`src/rtl/vga_fb_arbiter.sv`:
```
// Shares one single-port frame RAM between display line fetch and host writes.
// A fetch streams one line (H_ACT pixels) out of RAM. One cycle in every
// WR_SLOT is offered to a pending host write. Between fetches, host writes
// are granted immediately.
module vga_fb_arbiter #(
  parameter int H_ACT   = 640,
  parameter int V_ACT   = 480,
  parameter int WR_SLOT = 4
) (
  input  logic        clk,
  input  logic        rst_n,
  input  logic        line_start,
  input  logic [8:0]  line_num,
  input  logic        wr_req,
  input  logic [18:0] wr_addr,
  input  logic [7:0]  wr_data,
  output logic        wr_ack,
  output logic        mem_en,
  output logic        mem_we,
  output logic [18:0] mem_addr,
  output logic [7:0]  mem_wdata,
  input  logic [7:0]  mem_rdata,
  output logic        pix_valid,
  output logic [7:0]  pix_data,
  output logic [9:0]  pix_idx,
  output logic        fetch_busy,
  output logic        overrun
);

  localparam logic [1:0] S_IDLE  = 2'd0;
  localparam logic [1:0] S_FETCH = 2'd1;
  localparam logic [1:0] S_DRAIN = 2'd2;

  localparam int          SW        = (WR_SLOT > 1) ? $clog2(WR_SLOT) : 1;
  localparam logic [SW-1:0] SLOT_LAST = SW'(WR_SLOT - 1);
  localparam logic [9:0]  H_LIM     = 10'(H_ACT);
  localparam logic [8:0]  V_LIM     = 9'(V_ACT);
  localparam logic [18:0] H_MUL     = 19'(H_ACT);
  localparam logic [18:0] FB_SIZE   = 19'(H_ACT * V_ACT);

  logic [1:0]    state;
  logic [18:0]   base;
  logic [18:0]   base_nxt;
  logic [9:0]    rd_cnt;
  logic [SW-1:0] slot;
  logic          wr_ok;
  logic          go_fetch;
  logic          do_wr;
  logic          do_rd;
  logic          rd_out;

  // A write may only be granted when the previous one is not being acked
  // this very cycle; the host still holds wr_req while it sees the ack.
  assign wr_ok  = wr_req & ~wr_ack;
  // A read is on the RAM bus this cycle; its data is captured at the next edge.
  assign rd_out = mem_en & ~mem_we;

  // Line base address: line_num * H_ACT as a sum of shifted copies.
  always_comb begin
    base_nxt = '0;
    for (int i = 0; i < 19; i++) begin
      if (H_MUL[i]) base_nxt = base_nxt + ({10'b0, line_num} << i);
    end
  end

  // Decide which access (if any) the FSM issues this cycle.
  always_comb begin
    go_fetch = 1'b0;
    do_wr    = 1'b0;
    do_rd    = 1'b0;
    case (state)
      S_IDLE: begin
        go_fetch = line_start && (line_num < V_LIM);
        do_wr    = !go_fetch && wr_ok;
      end
      S_FETCH: begin
        if (rd_cnt != H_LIM) begin
          do_wr = (slot == SLOT_LAST) && wr_ok;
          do_rd = !do_wr;
        end
      end
      default: ;
    endcase
  end

  // FSM, RAM port registers, pixel stream and status flags.
  always_ff @(posedge clk or negedge rst_n) begin
    if (!rst_n) begin
      state      <= S_IDLE;
      base       <= '0;
      rd_cnt     <= '0;
      slot       <= '0;
      mem_en     <= 1'b0;
      mem_we     <= 1'b0;
      mem_addr   <= '0;
      mem_wdata  <= '0;
      wr_ack     <= 1'b0;
      pix_valid  <= 1'b0;
      pix_data   <= '0;
      pix_idx    <= '0;
      fetch_busy <= 1'b0;
      overrun    <= 1'b0;
    end else begin
      mem_en    <= 1'b0;
      mem_we    <= 1'b0;
      wr_ack    <= 1'b0;
      pix_valid <= rd_out;
      // rd_cnt has already moved past the read now on the bus
      if (rd_out) begin
        pix_data <= mem_rdata;
        pix_idx  <= rd_cnt - 10'd1;
      end

      if (do_wr) begin
        wr_ack <= 1'b1;
        // out-of-frame writes are acked but never reach the RAM
        if (wr_addr < FB_SIZE) begin
          mem_en    <= 1'b1;
          mem_we    <= 1'b1;
          mem_addr  <= wr_addr;
          mem_wdata <= wr_data;
        end
      end else if (do_rd) begin
        mem_en   <= 1'b1;
        mem_addr <= base + {9'b0, rd_cnt};
        rd_cnt   <= rd_cnt + 10'd1;
      end

      case (state)
        S_IDLE: begin
          if (go_fetch) begin
            base       <= base_nxt;
            rd_cnt     <= '0;
            slot       <= '0;
            state      <= S_FETCH;
            fetch_busy <= 1'b1;
          end
        end
        S_FETCH: begin
          // all reads issued: the last one is on the bus now
          if (rd_cnt == H_LIM) state <= S_DRAIN;
          else slot <= (slot == SLOT_LAST) ? '0 : slot + SW'(1);
        end
        S_DRAIN: begin
          // last pixel is presented this cycle
          state      <= S_IDLE;
          fetch_busy <= 1'b0;
        end
        default: begin
          state      <= S_IDLE;
          fetch_busy <= 1'b0;
        end
      endcase

      if (line_start && state != S_IDLE) overrun <= 1'b1;
    end
  end

endmodule

```
`config.mk`:
```
export PLATFORM = sky130hd
export DESIGN_NAME = vga_fb_arbiter
export DESIGN_NICKNAME = d
export VERILOG_FILES = /design/src/rtl/vga_fb_arbiter.sv
export SDC_FILE = /design/constraint.sdc
export NUM_CORES = 1
export LEC_CHECK = 0
export ABC_AREA = 1
export BUFFER_PORTS_ARGS = -buffer_cell sky130_fd_sc_hd__buf_4
export CAP_MARGIN = 30
export CORE_MARGIN = 10
export CORE_UTILIZATION = 49
export DETAILED_ROUTE_END_ITERATION = 6
export GPL_TIMING_DRIVEN = 0
export PLACE_DENSITY_LB_ADDON = 0.25
export SYNTH_ARGS = -nofsm -noshare
export SYNTH_HDL_FRONTEND = slang
export SYNTH_SLANG_ARGS = --single-unit
```
`constraint.sdc`:
```
create_clock -name clk -period 1.5 [get_ports clk]
set_input_delay 0.075 -clock clk [delete_from_list [all_inputs] [get_ports clk]]
set_output_delay 0.075 -clock clk [all_outputs]
set_load 0.005 [all_outputs]
```
# Word-level counts from Yosys, hierarchy flattened
# Index checks and enable logic that the tools add are counted.
# word_totals
reg_bits	84
wordCells	76
inputBits	48
# classes
bitwise_logic	5
mux	26
n_lt_le_gt_ge	2
n_eq_ne	8
reduce_logical	16
n_addsub	5
# ops
op	count
two-way mux 19 bit	3
two-way mux 10 bit	4
adder 16 x 18 -> 19 bit	1
adder 19 x 10 -> 19 bit	1
less-than comparator 19 bit (second input constant)	1
adder 10 x 1 -> 10 bit (second input constant)	1
== test 10 bit (second input constant)	1
two-way mux 1 bit	10
two-way mux 2 bit	5
!= test 10 bit (second input constant)	1
AND reduction 2 bit	5
subtractor 10 x 1 -> 10 bit (second input constant)	1
less-than comparator 9 bit (second input constant)	1
case mux 2 bit (2 select lines)	2
!= test 2 bit (second input constant)	3
nonzero test 2 bit	3
logical AND 1 bit	4
case mux 1 bit (2 select lines)	2
inverter 1 bit	3
AND reduction 3 bit	1
adder 2 x 1 -> 2 bit (second input constant)	1
bitwise AND 1 bit	2
== test 2 x 1 -> 1 bit (second input constant)	1
== test 2 bit (second input constant)	1
3 further kinds	4

# Depth between registers and ports, before layout
# depth
word_depth	10
depth_mapped	12
depth_no_buf	12

# Worst setup path after synthesis
# Ideal clock, no wire load.
# synth_path
path_kind	flip-flop to flip-flop
start	reg rd_cnt[7]
end	reg mem_addr[11]
setup_slack_ns	-0.209
path_buffers	0
synth_period_minus_slack_ns	1.709
arrival_ns	1.644
path_stages_with_launch	11
cell_sequence	dfrtp_1 -> ha_1 -> fa_1 -> nand2_1 -> nand2_1 -> nand2_1 -> xor2_1 -> nand3_1 -> nand2_1 -> nand2_1 -> nand2_1
# synth_between
elab_chain_len	5
word_cells_on_any_way	11
classes_between	add/sub (1); eq/ne (2); mux (6); reduce/logical (2)
# synth_lines
item	line	text
start, declared	44	logic [9:0] rd_cnt;
start signal, assigned	126	rd_cnt <= rd_cnt + 10'd1;
parallel branches: the longest is 5 deep, another holds adder 19 x 10 -> 19 bit	-	
end signal, assigned	120	mem_addr <= wr_addr;
end signal, assigned	125	mem_addr <= base + {9'b0, rd_cnt};
end, declared	20	output logic [18:0] mem_addr,
# Several ways; the timed one is not identified. The select of a mux whose other input is x is not followed.
# A chain may end at the register's enable or synchronous reset.

# Worst setup path in the final report
# layout_path
start	reg rd_cnt[0]
end	reg pix_idx[8]
# layout_between
elab_chain_len	1
# layout_lines
item	line	text
subtractor 10 x 1 -> 10 bit	111	pix_idx <= rd_cnt - 10'd1;
end signal, assigned	111	
end, declared	25	output logic [9:0] pix_idx,
# No other way between the ends.

==> results by group <==
Status
  – Status: complete, but fails checks
  – Failing checks: setup timing

Route
  – TritonRoute pass-1 iters: 6
  – Final wirelength: approximately 12 mm
  – Drt via density: around 5.1
  – Iteration-0 DRC Markers: 350
  – Antenna viol nets, final: 0
  – Total number of vias: approximately 4200
  – Avg WL per Cell: about 15 um
  – # DRC: 0

STA
  – Worst Tran Pin Value: roughly 0.49 ns
  – Max-slew headroom: 67.4%
  – Max Fclk: slightly below 600 MHz
  – RSZ-0062 raised after global routing: true
  – Slew Limit Fails: 0
  – Period minus WS final: 1.70 ns
  – Hold Fails Final Rpt: 0
  – Post-route clock period utilization: 114%
  – Final worst slack: -0.205 ns
  – Count of final setup violators: 46
  – Clock skew: 0.00967 ns
  – Hold WS: between 0.008 and 0.009 ns

Place
  – Area post-placement: ~0.0052 mm2
  – Estimated wirelength of the detail-placed design: between 8 and 9 mm
  – Cells after DPL: 762
  – PortBufs: between 90 and 100
  – Gpl congestion: about 0.89

Yosys
  – Flops & latches, synth: 77
  – Syn nets: between 600 and 700
  – Mapped Area: 0.00428 mm2
  – Post-synth top area share: roughly 45%
  – Library cells used by synthesis: 31
  – Yosys warns: 0
  – Post-Syn Instances: 556
  – Synthesized area per cell: about 7.7 um2
  – Sequential area share after synthesis: 45.0%
  – Synth top area cells: dfrtp_1, nand2_1, nand3_1, ha_1, o21ai_0
  – Area leader, netlist: dfrtp_1

Clock network
  – Later-pin clock latency in the skew report: approximately 0.36 ns
  – Clk root buf: clkbuf_8
  – Clk slew on worst S/H paths: about 0.08 ns
  – CTS tree: done
  – Num CTS Buffers: 9
  – Sink Count: between 70 and 80
  – CTS Buffer Depth: 2
  – H-tree Lvls: 3

Floorplanning
  – Core area: about 0.0086 mm2
  – # rows: 34
  – Die area: ~0.013 mm2
  – Die X: between 100 and 150 um
  – I/O Pins: just under 100
  – Die height: about 110 um
  – Initial Util: around half

Run
  – Max Cap Violations: 0

Cells and area
  – Nets: ~770
  – Final Non-Filler Cells: 820
  – End-of-flow core utilization: a little over two thirds
  – Synth-to-Final Area Change: 40.8%
  – Share of layout cells above drive strength 1: slightly above 30%
  – Antenna diodes: 0
  – Final Cell Area: 0.00603 mm2

Power and ir drop
  – Power Density: between 1500 and 2000 mW/mm2
  – Worst IR Drop VDD: roughly 0.94 mV
  – Overall power: around 11000 uW
  – Leakage: around 0.0031 uW

Setup path
  – Critical path required time: about 1.7 ns
  – Peak fanout along the critical path: 3
  – Crit path capture type: flip-flop
  – Startpoint types: flip-flop
  – WS Path Type: flip-flop to flip-flop
  – Crit path DAT: about 1.9 ns

Min path
  – HP Class: input port to flip-flop

Global route
  – Vias in the first global route: around 4100
  – Largest net degree at the start of global routing: between 70 and 80
  – GRT Total Usage: 18.3%
  – Initial antenna violation count: 0
  – Overflow after GRT: 0
  – First-pass GRT wire length: 19.6 mm
==> through the flow <==
stage	TNS, ns	worst slack (ns)
3_3_place_gp	-10.62	-0.297
4_1_cts	-5.93	-0.225
2_1_floorplan	-1.82	-0.0929
6_report	-5.12	-0.205
5_1_grt	-11.40	-0.298
3_5_place_dp	-11.92	-0.332
==> path summary, 6_finish.rpt <==
kind | start | endpoint | slack, ns | cells after the start
setup / recovery | rd_cnt[0]$_DFF_PN0_ | pix_idx[8]$_DFFE_PN0P_ | -0.20 | 9
hold / removal | wr_addr[4] | mem_addr[4]$_DFFE_PN0P_ | 0.009 | 5
setup reg to reg | rd_cnt[0]$_DFF_PN0_ | pix_idx[8]$_DFFE_PN0P_ | -0.20 | 9
hold reg to reg | overrun$_DFFE_PN0P_ | overrun$_DFFE_PN0P_ | 0.47 | 1
max in group asynchronous | rst_n | rd_cnt[5]$_DFF_PN0_ | 0.89 | 3
min in group asynchronous | rst_n | mem_wdata[3]$_DFFE_PN0P_ | 0.04 | 2
==> area by class of cell <==
class,instances,area (um2)
Fill cell,669,2560
Multi-Input combinational cell,415,2250
Sequential cell,77,1930
Timing Repair Buffer,142,1160
Inverter,44,173
Buffer,18,151
Clock buffer,10,138
Tap cell,108,135
Clock inverter,6,93.8
==> layout by cell type (no fill, tap or decap), drive strengths merged <==
cell type	Yosys	layout
and3	1	1
nand3b	1	1
a31oi	4	4
a211oi	1	1
xnor2	2	2
fa	2	2
buf	15	133
xor2	12	12
nand3	54	54
bufinv	0	2
or2	1	1
nor2	33	33
o21ai	29	29
dlygate4sd3	0	21
nand2	231	231
clkinv	0	1
a21oi	14	14
nor3	4	4
dfrtp	77	77
inv	44	46
clkbuf	5	16
nand4	9	9
ha	14	14
a21o	3	3
clkinvlp	0	1
==> power by group <==
group	switching [uW]	leakage [uW]	internal, uW
clock	813	0.000113	997
sequential	694	0.000932	2990
combinational	3060	0.00208	2580
total	4570	0.00313	6570
==> state kept, by name (all words and copies together) (netlist names) <==
register,cells
mem_addr,19
base,12
rd_cnt,10
mem_wdata,8
wr_ack,1
pix_valid,1
mem_we,1
overrun,1
slot,2
mem_en,1
pix_data,8
state,2
pix_idx,10
fetch_busy,1
==> kinds of logic after synthesis <==
family	Yosys count	synth area share, %
simple gates	334	34.1
flops	77	45.0
buf+inv	64	6.72
compound gates	51	6.31
fa+ha+maj	16	5.02
xor+xnor	14	2.86
==> Yosys cell counts <==
cell type  instances
a211oi_1           1
ha_1              14
a21o_1             3
nand2_4            2
a21oi_1           14
nand3b_1           1
buf_8              1
nor2_2             1
nor2_1            31
nand2_1          225
or2_2              1
xnor2_1            2
nand4_1            9
dfrtp_1           77
nand3_2           11
nor3_1             4
inv_2              7
inv_1             37
buf_6              3
a31oi_1            4
nand3_4            1
o21ai_1            1
xor2_1            12
nand2_2            4
nor2_4             1
clkbuf_1           5
o21ai_0           28
fa_1               2
nand3_1           42
and3_1             1
buf_2             11
==> critical path, stage by stage (launching register included) <==
cell	delay, ns
dfrtp_1	0.41
inv_2	0.12
buf_4	0.15
ha_4	0.14
nand2_2	0.06
nor2_2	0.13
inv_1	0.08
nor3_2	0.22
xor2_1	0.19
o21ai_1	0.08
==> layer usage <==
metal  global-route usage, %  share of wire [%]  up-vias
li1                        -                  -     2078
met1                    22.5                 44     1949
met2                    31.0                 49      135
met3                    4.36                5.5       22
met4                    5.84                1.4        0
met5                       0                  0        -
==> what timing repair did <==
action	in CTS	in global routing
cloned	1	1
resized for setup	30	39
endpoints found under the setup margin	57	69
hold endpoints to repair	97	0
pin swaps	18	25
hold buffers	21	0
buffers inserted	14	7
(Power assumes the default switching activity.)
